### src/rtl/mem_arbiter_if.sv
// Wishbone-style request/response bundle between a requester and a responder.
// The master modport belongs to whoever issues the request; slave to whoever answers it.
interface mem_arbiter_if #(
    parameter int DATA_WIDTH = 32,
    parameter int ADDR_WIDTH = 7
);
    logic [ADDR_WIDTH-1:0] adr;
    logic [DATA_WIDTH-1:0] wdat;
    logic                  we;
    logic                  stb;
    logic                  cyc;
    logic [2:0]            funct3;
    logic [DATA_WIDTH-1:0] rdat;
    logic                  ack;
    logic                  err;

    modport master (
        output adr, wdat, we, stb, cyc, funct3,
        input  rdat, ack, err
    );

    modport slave (
        input  adr, wdat, we, stb, cyc, funct3,
        output rdat, ack, err
    );
endinterface

### src/rtl/mem_arbiter.sv
// Two-requester round-robin arbiter in front of mem_byte (m0 = fetch, m1 = load/store).
// Define MEM_ARB_TIMEOUT_EN to abort a transaction with an err pulse after TIMEOUT_CYCLES unacked BUSY cycles.
module mem_arbiter #(
    parameter int DATA_WIDTH     = 32,
    parameter int ADDR_WIDTH     = 7,
    parameter int TIMEOUT_CYCLES = 15
) (
    input  logic           clk,
    input  logic           rst,
    mem_arbiter_if.slave   m0,
    mem_arbiter_if.slave   m1,
    mem_arbiter_if.master  s
);
    localparam logic [1:0] ST_IDLE = 2'd0;
    localparam logic [1:0] ST_BUSY = 2'd1;
    localparam logic [1:0] ST_GAP  = 2'd2;

    logic [1:0]            state_q, state_d;
    logic                  gnt_q, gnt_d;
    logic                  last_gnt_q, last_gnt_d;
    logic [ADDR_WIDTH-1:0] adr_q, adr_d;
    logic [DATA_WIDTH-1:0] dat_q, dat_d;
    logic                  we_q, we_d;
    logic [2:0]            funct3_q, funct3_d;

    logic req0, req1, winner, busy, timeout_hit;
    logic unused_sig;

    assign req0 = m0.stb & m0.cyc;
    assign req1 = m1.stb & m1.cyc;
    assign busy = (state_q == ST_BUSY);
    // On a tie the requester that was not served last wins
    assign winner = (req0 & req1) ? ~last_gnt_q : req1;

`ifdef MEM_ARB_TIMEOUT_EN
    localparam int CNT_W = (TIMEOUT_CYCLES > 2) ? $clog2(TIMEOUT_CYCLES) : 1;
    logic [CNT_W-1:0] cnt_q, cnt_d;

    always_comb begin
        cnt_d = cnt_q;
        if (state_q == ST_IDLE) begin
            cnt_d = '0;
        end else if (busy && !s.ack) begin
            cnt_d = cnt_q + 1'b1;
        end
    end

    // An ack arriving in the expiry cycle takes priority over the timeout
    assign timeout_hit = busy && !s.ack && (cnt_q == CNT_W'(TIMEOUT_CYCLES - 1));

    always_ff @(posedge clk) begin
        if (rst) begin
            cnt_q <= '0;
        end else begin
            cnt_q <= cnt_d;
        end
    end
`else
    assign timeout_hit = 1'b0;
`endif

    always_comb begin
        state_d    = state_q;
        gnt_d      = gnt_q;
        last_gnt_d = last_gnt_q;
        adr_d      = adr_q;
        dat_d      = dat_q;
        we_d       = we_q;
        funct3_d   = funct3_q;
        case (state_q)
            ST_IDLE: begin
                if (req0 || req1) begin
                    gnt_d    = winner;
                    adr_d    = winner ? m1.adr    : m0.adr;
                    dat_d    = winner ? m1.wdat   : m0.wdat;
                    we_d     = winner ? m1.we     : m0.we;
                    funct3_d = winner ? m1.funct3 : m0.funct3;
                    state_d  = ST_BUSY;
                end
            end
            ST_BUSY: begin
                if (s.ack || timeout_hit) begin
                    last_gnt_d = gnt_q;
                    state_d    = ST_GAP;
                end
            end
            ST_GAP:  state_d = ST_IDLE;
            default: state_d = ST_IDLE;
        endcase
    end

    always_ff @(posedge clk) begin
        if (rst) begin
            state_q    <= ST_IDLE;
            gnt_q      <= 1'b0;
            last_gnt_q <= 1'b1;
            adr_q      <= '0;
            dat_q      <= '0;
            we_q       <= 1'b0;
            funct3_q   <= 3'b000;
        end else begin
            state_q    <= state_d;
            gnt_q      <= gnt_d;
            last_gnt_q <= last_gnt_d;
            adr_q      <= adr_d;
            dat_q      <= dat_d;
            we_q       <= we_d;
            funct3_q   <= funct3_d;
        end
    end

    // Slave side is quiet outside BUSY so the GAP cycle lets mem_byte drop its ack
    assign s.stb    = busy;
    assign s.cyc    = busy;
    assign s.adr    = busy ? adr_q    : '0;
    assign s.wdat   = busy ? dat_q    : '0;
    assign s.we     = busy & we_q;
    assign s.funct3 = busy ? funct3_q : 3'b000;

    // Responses are gated by rst so an ack racing a reset never reaches a requester
    assign m0.ack  = busy & ~gnt_q & s.ack & ~rst;
    assign m1.ack  = busy &  gnt_q & s.ack & ~rst;
    assign m0.err  = busy & ~gnt_q & timeout_hit & ~rst;
    assign m1.err  = busy &  gnt_q & timeout_hit & ~rst;
    assign m0.rdat = s.rdat;
    assign m1.rdat = s.rdat;

    assign unused_sig = s.err | (TIMEOUT_CYCLES < 2);
endmodule

### src/flat_wrapper.sv
// flat-port wrapper written by rule: the top's interface ports become plain ports
module mem_arbiter_flat 
#(
    parameter int DATA_WIDTH     = 32,
    parameter int ADDR_WIDTH     = 7,
    parameter int TIMEOUT_CYCLES = 15
)
  (clk, rst, m0_adr, m0_wdat, m0_we, m0_stb, m0_cyc, m0_funct3, m0_rdat, m0_ack, m0_err, m1_adr, m1_wdat, m1_we, m1_stb, m1_cyc, m1_funct3, m1_rdat, m1_ack, m1_err, s_adr, s_wdat, s_we, s_stb, s_cyc, s_funct3, s_rdat, s_ack, s_err);
  mem_arbiter_if #(.DATA_WIDTH(DATA_WIDTH), .ADDR_WIDTH(ADDR_WIDTH)) m0_i ();
  mem_arbiter_if #(.DATA_WIDTH(DATA_WIDTH), .ADDR_WIDTH(ADDR_WIDTH)) m1_i ();
  mem_arbiter_if #(.DATA_WIDTH(DATA_WIDTH), .ADDR_WIDTH(ADDR_WIDTH)) s_i ();
  input  logic clk;
  input  logic rst;
  input wire logic [$bits(m0_i.adr)-1:0] m0_adr;
  input wire logic [$bits(m0_i.wdat)-1:0] m0_wdat;
  input wire logic [$bits(m0_i.we)-1:0] m0_we;
  input wire logic [$bits(m0_i.stb)-1:0] m0_stb;
  input wire logic [$bits(m0_i.cyc)-1:0] m0_cyc;
  input wire logic [$bits(m0_i.funct3)-1:0] m0_funct3;
  output wire logic [$bits(m0_i.rdat)-1:0] m0_rdat;
  output wire logic [$bits(m0_i.ack)-1:0] m0_ack;
  output wire logic [$bits(m0_i.err)-1:0] m0_err;
  input wire logic [$bits(m1_i.adr)-1:0] m1_adr;
  input wire logic [$bits(m1_i.wdat)-1:0] m1_wdat;
  input wire logic [$bits(m1_i.we)-1:0] m1_we;
  input wire logic [$bits(m1_i.stb)-1:0] m1_stb;
  input wire logic [$bits(m1_i.cyc)-1:0] m1_cyc;
  input wire logic [$bits(m1_i.funct3)-1:0] m1_funct3;
  output wire logic [$bits(m1_i.rdat)-1:0] m1_rdat;
  output wire logic [$bits(m1_i.ack)-1:0] m1_ack;
  output wire logic [$bits(m1_i.err)-1:0] m1_err;
  output wire logic [$bits(s_i.adr)-1:0] s_adr;
  output wire logic [$bits(s_i.wdat)-1:0] s_wdat;
  output wire logic [$bits(s_i.we)-1:0] s_we;
  output wire logic [$bits(s_i.stb)-1:0] s_stb;
  output wire logic [$bits(s_i.cyc)-1:0] s_cyc;
  output wire logic [$bits(s_i.funct3)-1:0] s_funct3;
  input wire logic [$bits(s_i.rdat)-1:0] s_rdat;
  input wire logic [$bits(s_i.ack)-1:0] s_ack;
  input wire logic [$bits(s_i.err)-1:0] s_err;
  assign m0_i.adr = m0_adr;
  assign m0_i.wdat = m0_wdat;
  assign m0_i.we = m0_we;
  assign m0_i.stb = m0_stb;
  assign m0_i.cyc = m0_cyc;
  assign m0_i.funct3 = m0_funct3;
  assign m0_rdat = m0_i.rdat;
  assign m0_ack = m0_i.ack;
  assign m0_err = m0_i.err;
  assign m1_i.adr = m1_adr;
  assign m1_i.wdat = m1_wdat;
  assign m1_i.we = m1_we;
  assign m1_i.stb = m1_stb;
  assign m1_i.cyc = m1_cyc;
  assign m1_i.funct3 = m1_funct3;
  assign m1_rdat = m1_i.rdat;
  assign m1_ack = m1_i.ack;
  assign m1_err = m1_i.err;
  assign s_adr = s_i.adr;
  assign s_wdat = s_i.wdat;
  assign s_we = s_i.we;
  assign s_stb = s_i.stb;
  assign s_cyc = s_i.cyc;
  assign s_funct3 = s_i.funct3;
  assign s_i.rdat = s_rdat;
  assign s_i.ack = s_ack;
  assign s_i.err = s_err;
  mem_arbiter #(.DATA_WIDTH(DATA_WIDTH), .ADDR_WIDTH(ADDR_WIDTH), .TIMEOUT_CYCLES(TIMEOUT_CYCLES)) u_core (.clk(clk), .rst(rst), .m0(m0_i), .m1(m1_i), .s(s_i));
endmodule
### config.mk
export PLATFORM = sky130hd
export DESIGN_NAME = mem_arbiter_flat
export DESIGN_NICKNAME = d
export VERILOG_FILES = /design/src/rtl/mem_arbiter_if.sv /design/src/rtl/mem_arbiter.sv /design/src/flat_wrapper.sv
export SDC_FILE = /design/constraint.sdc
export NUM_CORES = 1
export LEC_CHECK = 0
export ABC_AREA = 1
export CORE_AREA = 8 8 81 155
export CTS_BUF_LIST = sky130_fd_sc_hd__clkbuf_16
export CTS_CLUSTER_SIZE = 30
export DETAILED_ROUTE_END_ITERATION = 16
export DIE_AREA = 0 0 89 163
export GPL_TIMING_DRIVEN = 0
export PLACE_DENSITY = 0.76
export SLEW_MARGIN = 20
export SYNTH_ARGS = -nofsm -noshare
export SYNTH_HDL_FRONTEND = slang
export SYNTH_SLANG_ARGS = --single-unit
### constraint.sdc
create_clock -name clk -period 1.1 [get_ports clk]
set_input_delay 0.275 -clock clk [delete_from_list [all_inputs] [get_ports clk]]
set_output_delay 0.275 -clock clk [all_outputs]
set_load 0.01 [all_outputs]
* Yosys cells after proc, flatten, opt, wreduce, memory -nomap -nowiden
Index checks and enable logic that the tools add are counted.
Operators by class: eq/ne operators 3, muxes and demuxes 11, bitwise gates (word level) 13, reductions and logical operators 5
Operators by type and width (number):
- 2-to-1 mux 32 bit | 2
- 2-to-1 mux 7 bit | 2
- AND 1 bit | 10
- 2-to-1 mux 3 bit | 2
- AND reduction 2 bit | 3
- 2-to-1 mux 2 bit | 2
- one-hot mux 2 bit (2 select lines) | 1
- inverter 1 bit | 3
- equality test 2 x 1 -> 1 bit (second input constant) | 1
- logical NOT 2 bit | 1
- 2-to-1 mux 1 bit | 2
- inequality test 2 x 1 -> 1 bit (second input constant) | 1
- inequality test 2 bit (second input constant) | 1
- logical OR 1 bit | 1
Word-level totals: flip-flop bits (word level) 47, input port bits 126, output and inout bits 113, logic and storage cells 39

* Longest topological paths before layout
word-level depth 4, gate-level depth with buffers 8, gate-level depth less buffers 7

* Worst setup path before layout
OpenSTA, ideal clock, no wires.
path kind reg2out, from register u_core.state_q[0], to output port m0_ack, arrival 1.098 ns, setup slack -0.273 ns, stages on the path, launching flop included 7, path buffers 0, path through dfxtp_1 -> inv_1 -> nor2_2 -> inv_2 -> nor2_1 -> inv_2 -> nor3_1
Between the ends: longest elaborated chain between the ends 4
RTL lines:
- start: declaration | line mem_arbiter.sv:18 | logic [1:0] state_q, state_d;
- start signal: assignment | line mem_arbiter.sv:102 | state_q <= state_d;
- equality test 2 x 1 -> 1 bit | line mem_arbiter.sv:31 | assign busy = (state_q == ST_BUSY);
- named net s_cyc | line flat_wrapper.sv:36 | output wire logic [$bits(s_i.cyc)-1:0] s_cyc;
- AND 1 bit (3 in series) | line mem_arbiter.sv:121 | assign m0.ack = busy & ~gnt_q & s.ack & ~rst;
- end: declaration | line flat_wrapper.sv:21 | output wire logic [$bits(m0_i.ack)-1:0] m0_ack;
The timed path passes the listed nets, and every way through them passes these cells.

* Worst setup path in the final report
from register u_core.state_q[0], to output port s_adr[3]
Between the ends: longest elaborated chain between the ends 2
RTL lines:
- equality test 2 x 1 -> 1 bit | line mem_arbiter.sv:31
- 2-to-1 mux 7 bit | line mem_arbiter.sv:115 | assign s.adr = busy ? adr_q : '0;
- end: declaration | line flat_wrapper.sv:32 | output wire logic [$bits(s_i.adr)-1:0] s_adr;
No other way between the ends.

==> results.json <==
{
  "outcome": "complete, but fails checks",
  "failed_checks": "setup timing",
  "setup_viol": 93,
  "synthArstFlopShare_pct": 0,
  "slew_viol_final": 0,
  "via_count": 4112,
  "grt_overflow": 0,
  "clk_pin_slew_worst_paths_ns": 0.07,
  "worstPathCellList": "inv_2 > nor2_4 > inv_6 > buf_12 > clkbuf_16 > nor2_2 > buf_2",
  "synthesis.instances": 516,
  "cts.sinks": 47,
  "grt_max_degree": 16,
  "grt_pass1_vias": 4350,
  "clk_path_buf_depth": 2,
  "worst_pin_slew_ns": 0.692,
  "pwr_density_cell_nw_per_um2": 973,
  "viasPerCell": 4.59,
  "final_hold_viol_count": 0,
  "layoutNonFillerInstCount": 896,
  "reg2reg_depth": 9,
  "synth.area.top_cells": "dfxtp_1, buf_4, nand3_1",
  "hold_class": "in -> reg",
  "syn_avg_cell_area_um2": 6.18,
  "cts_buffers": 5,
  "dpl.hpwl_um": 10800,
  "grt_usage_pct": 19.4,
  "synth_area_um2": 3190,
  "fmax_ghz": 0.591,
  "relSlewSlack_pct": 53.9,
  "synth_edf_count": 0,
  "fin_crit_ns": 1.69,
  "cts_tree": "yes",
  "crit_arrival_ns": 1.42,
  "fillers": 939,
  "path_max_fanout": 5,
  "fin_ws_ns": -0.591,
  "antenna_found_initial": 0,
  "htreeDepth": 2,
  "drt_wl_total_um": 15000,
  "p_leak_nw": 3.25,
  "utilization_pct": 64.2,
  "post-route-drc-count": 0,
  "ys.flop_type": "dfxtp_1",
  "ant_nets": 0,
  "ys_seq_area_share_pct": 29.5,
  "wl_per_cell_um": 16.7,
  "synth-seq-cells": 47,
  "dieArea_um2": 14500,
  "rsz0062_at_grt": "yes",
  "grtUsageMet2_pct": 38.1,
  "yosysTopAreaCell": "dfxtp_1",
  "hold_depth": 3,
  "use_met3_pct": 5.71,
  "fin_tns_setup_ns": -35.41,
  "clock_latency_ns": 0.29,
  "slowest_delay_ns": 0.34,
  "worstSetupEndpointType": "output port",
  "dp_cells": 856,
  "drt_first_pass_iters": 6,
  "holdWs_ns": 0.369,
  "ir_drop_mv": 0.822,
  "top_usage_layer": "met2",
  "grt_pass1_wl_um": 21600,
  "dieHeight_um": 163,
  "syn_to_final_growth_pct": 111,
  "cpMaxStageDelayCell": "dfxtp_2",
  "required_ns": 0.82,
  "dp_slack_ns": -0.844,
  "cap_viol_max_count": 0,
  "synth_top_area_share_pct": 29.5,
  "final_area_um2": 6730,
  "port_buffers": 202,
  "initial_core_util_pct": 30.4,
  "met1_usage_pct": 15.8,
  "fin_worst_skew_ns": 0.00391,
  "core-area_um2": 10500,
  "die_w_um": 89,
  "fin_crit_sh_pct": 154,
  "yosys.cell_types.count": 19,
  "routabilityCongestion": 0.808,
  "io_pins": 239,
  "worstSetupStartpointType": "register",
  "root_buffer": "clkbuf_16",
  "dpl_cell_area_um2": 5580,
  "hold_buffers": 0,
  "drtIter0Drc": 86,
  "rows": 53,
  "power_mw": 6.55,
  "ys.warnings.count": 0,
  "drive_gt1_share_pct": 40.6,
  "path_class": "reg -> out",
  "n_antenna_cell": 0,
  "final_net_count": 884
}
synth_stat cells (3+ instances only):
cell	count
nand2_1	94
buf_2	13
inv_2	3
nor2_1	47
inv_1	90
clkbuf_4	4
a21oi_1	45
nand3_1	87
dfxtp_1	47
buf_4	71
clkbuf_1	7
routing by layer:
layer | wire length, um | vias to the layer above
li1 | - | 1986
met1 | 4410 | 1878
met2 | 8310 | 212
met3 | 1580 | 36
met4 | 667 | 0
met5 | 0 | -
final timing paths:
| path | startpoint | endpoint | slack [ns] |
|---|---|---|---|
| worst max-delay path | u_core.state_q[0]$_SDFFE_PP0P_ | s_adr[3] | -0.59 |
| worst min-delay path | rst | u_core.last_gnt_q$_SDFFE_PP1P_ | 0.37 |
| worst max register to register | u_core.state_q[1]$_SDFFE_PP0P_ | u_core.adr_q[0]$_SDFFE_PP0P_ | -0.32 |
| worst min register to register | u_core.last_gnt_q$_SDFFE_PP1P_ | u_core.last_gnt_q$_SDFFE_PP1P_ | 0.49 |
worst max-delay path: cells and delay by family (launching register included):
kind	cells	cell delay, ns
buffers and inverters	5	0.55
AND/OR/NAND/NOR	2	0.23
flip-flops	1	0.34
registers in the layout, summed over array words and instances (netlist names):
| register | cells |
|---|---|
| u_core.state_q | 2 |
| u_core.adr_q | 7 |
| u_core.dat_q | 32 |
| u_core.we_q | 1 |
| u_core.last_gnt_q | 1 |
| u_core.gnt_q | 1 |
| u_core.funct3_q | 3 |
repair_timing:
| action | in CTS | in global routing |
|---|---|---|
| cloned | 11 | 0 |
| pin swaps | 15 | 25 |
| hold endpoints to repair | 0 | 0 |
| endpoints found under the setup margin | 156 | 94 |
| setup buffers | 26 | 3 |
| resized for setup | 417 | 47 |
layout make-up:
type | instances | area [um^2] | area share (%)
Timing Repair inverter | 2 | 27.5 | 0.409
Timing Repair Buffer | 235 | 2320 | 34.4
Clock buffer | 5 | 125 | 1.86
Clock inverter | 3 | 67.6 | 1.00
Multi-Input combinational cell | 280 | 1890 | 28.1
Sequential cell | 47 | 947 | 14.1
Inverter | 94 | 375 | 5.58
Tap cell | 137 | 171 | 2.55
Buffer | 93 | 807 | 12.0
cells in the final DEF, fill, tap and decap left out, types with 19 or more instances in the layout:
master           netlist  layout
a21oi_1               45      24
a21oi_2                0      21
buf_2                 13      25
buf_4                 71      80
buf_6                  0      36
clkdlybuf4s50_1        0      87
dfxtp_1               47      44
dlygate4sd2_1          0      68
inv_1                 90      89
nand2_1               94      87
nand3_1               87      45
nand3_2                1      35
nor2_2                 1      19
nor2_4                 0      28
cells by family (layout without fill, tap and decap cells):
family / Yosys count / after routing / synth area share (%)
AND/OR/NAND/NOR: 233 / 233 / 31.5
buffers and inverters: 190 / 432 / 31.8
flip-flops: 47 / 47 / 29.5
AO/OA/AOI/OAI: 45 / 45 / 7.07
other: 1 / 2 / 0.118
report_power, final:
part           internal, mW  switching [mW]
Clock                  1.30           0.677
Sequential             1.88          0.0551
Combinational          1.37            1.27
No activity file was read; power rests on OpenSTA's default activity.
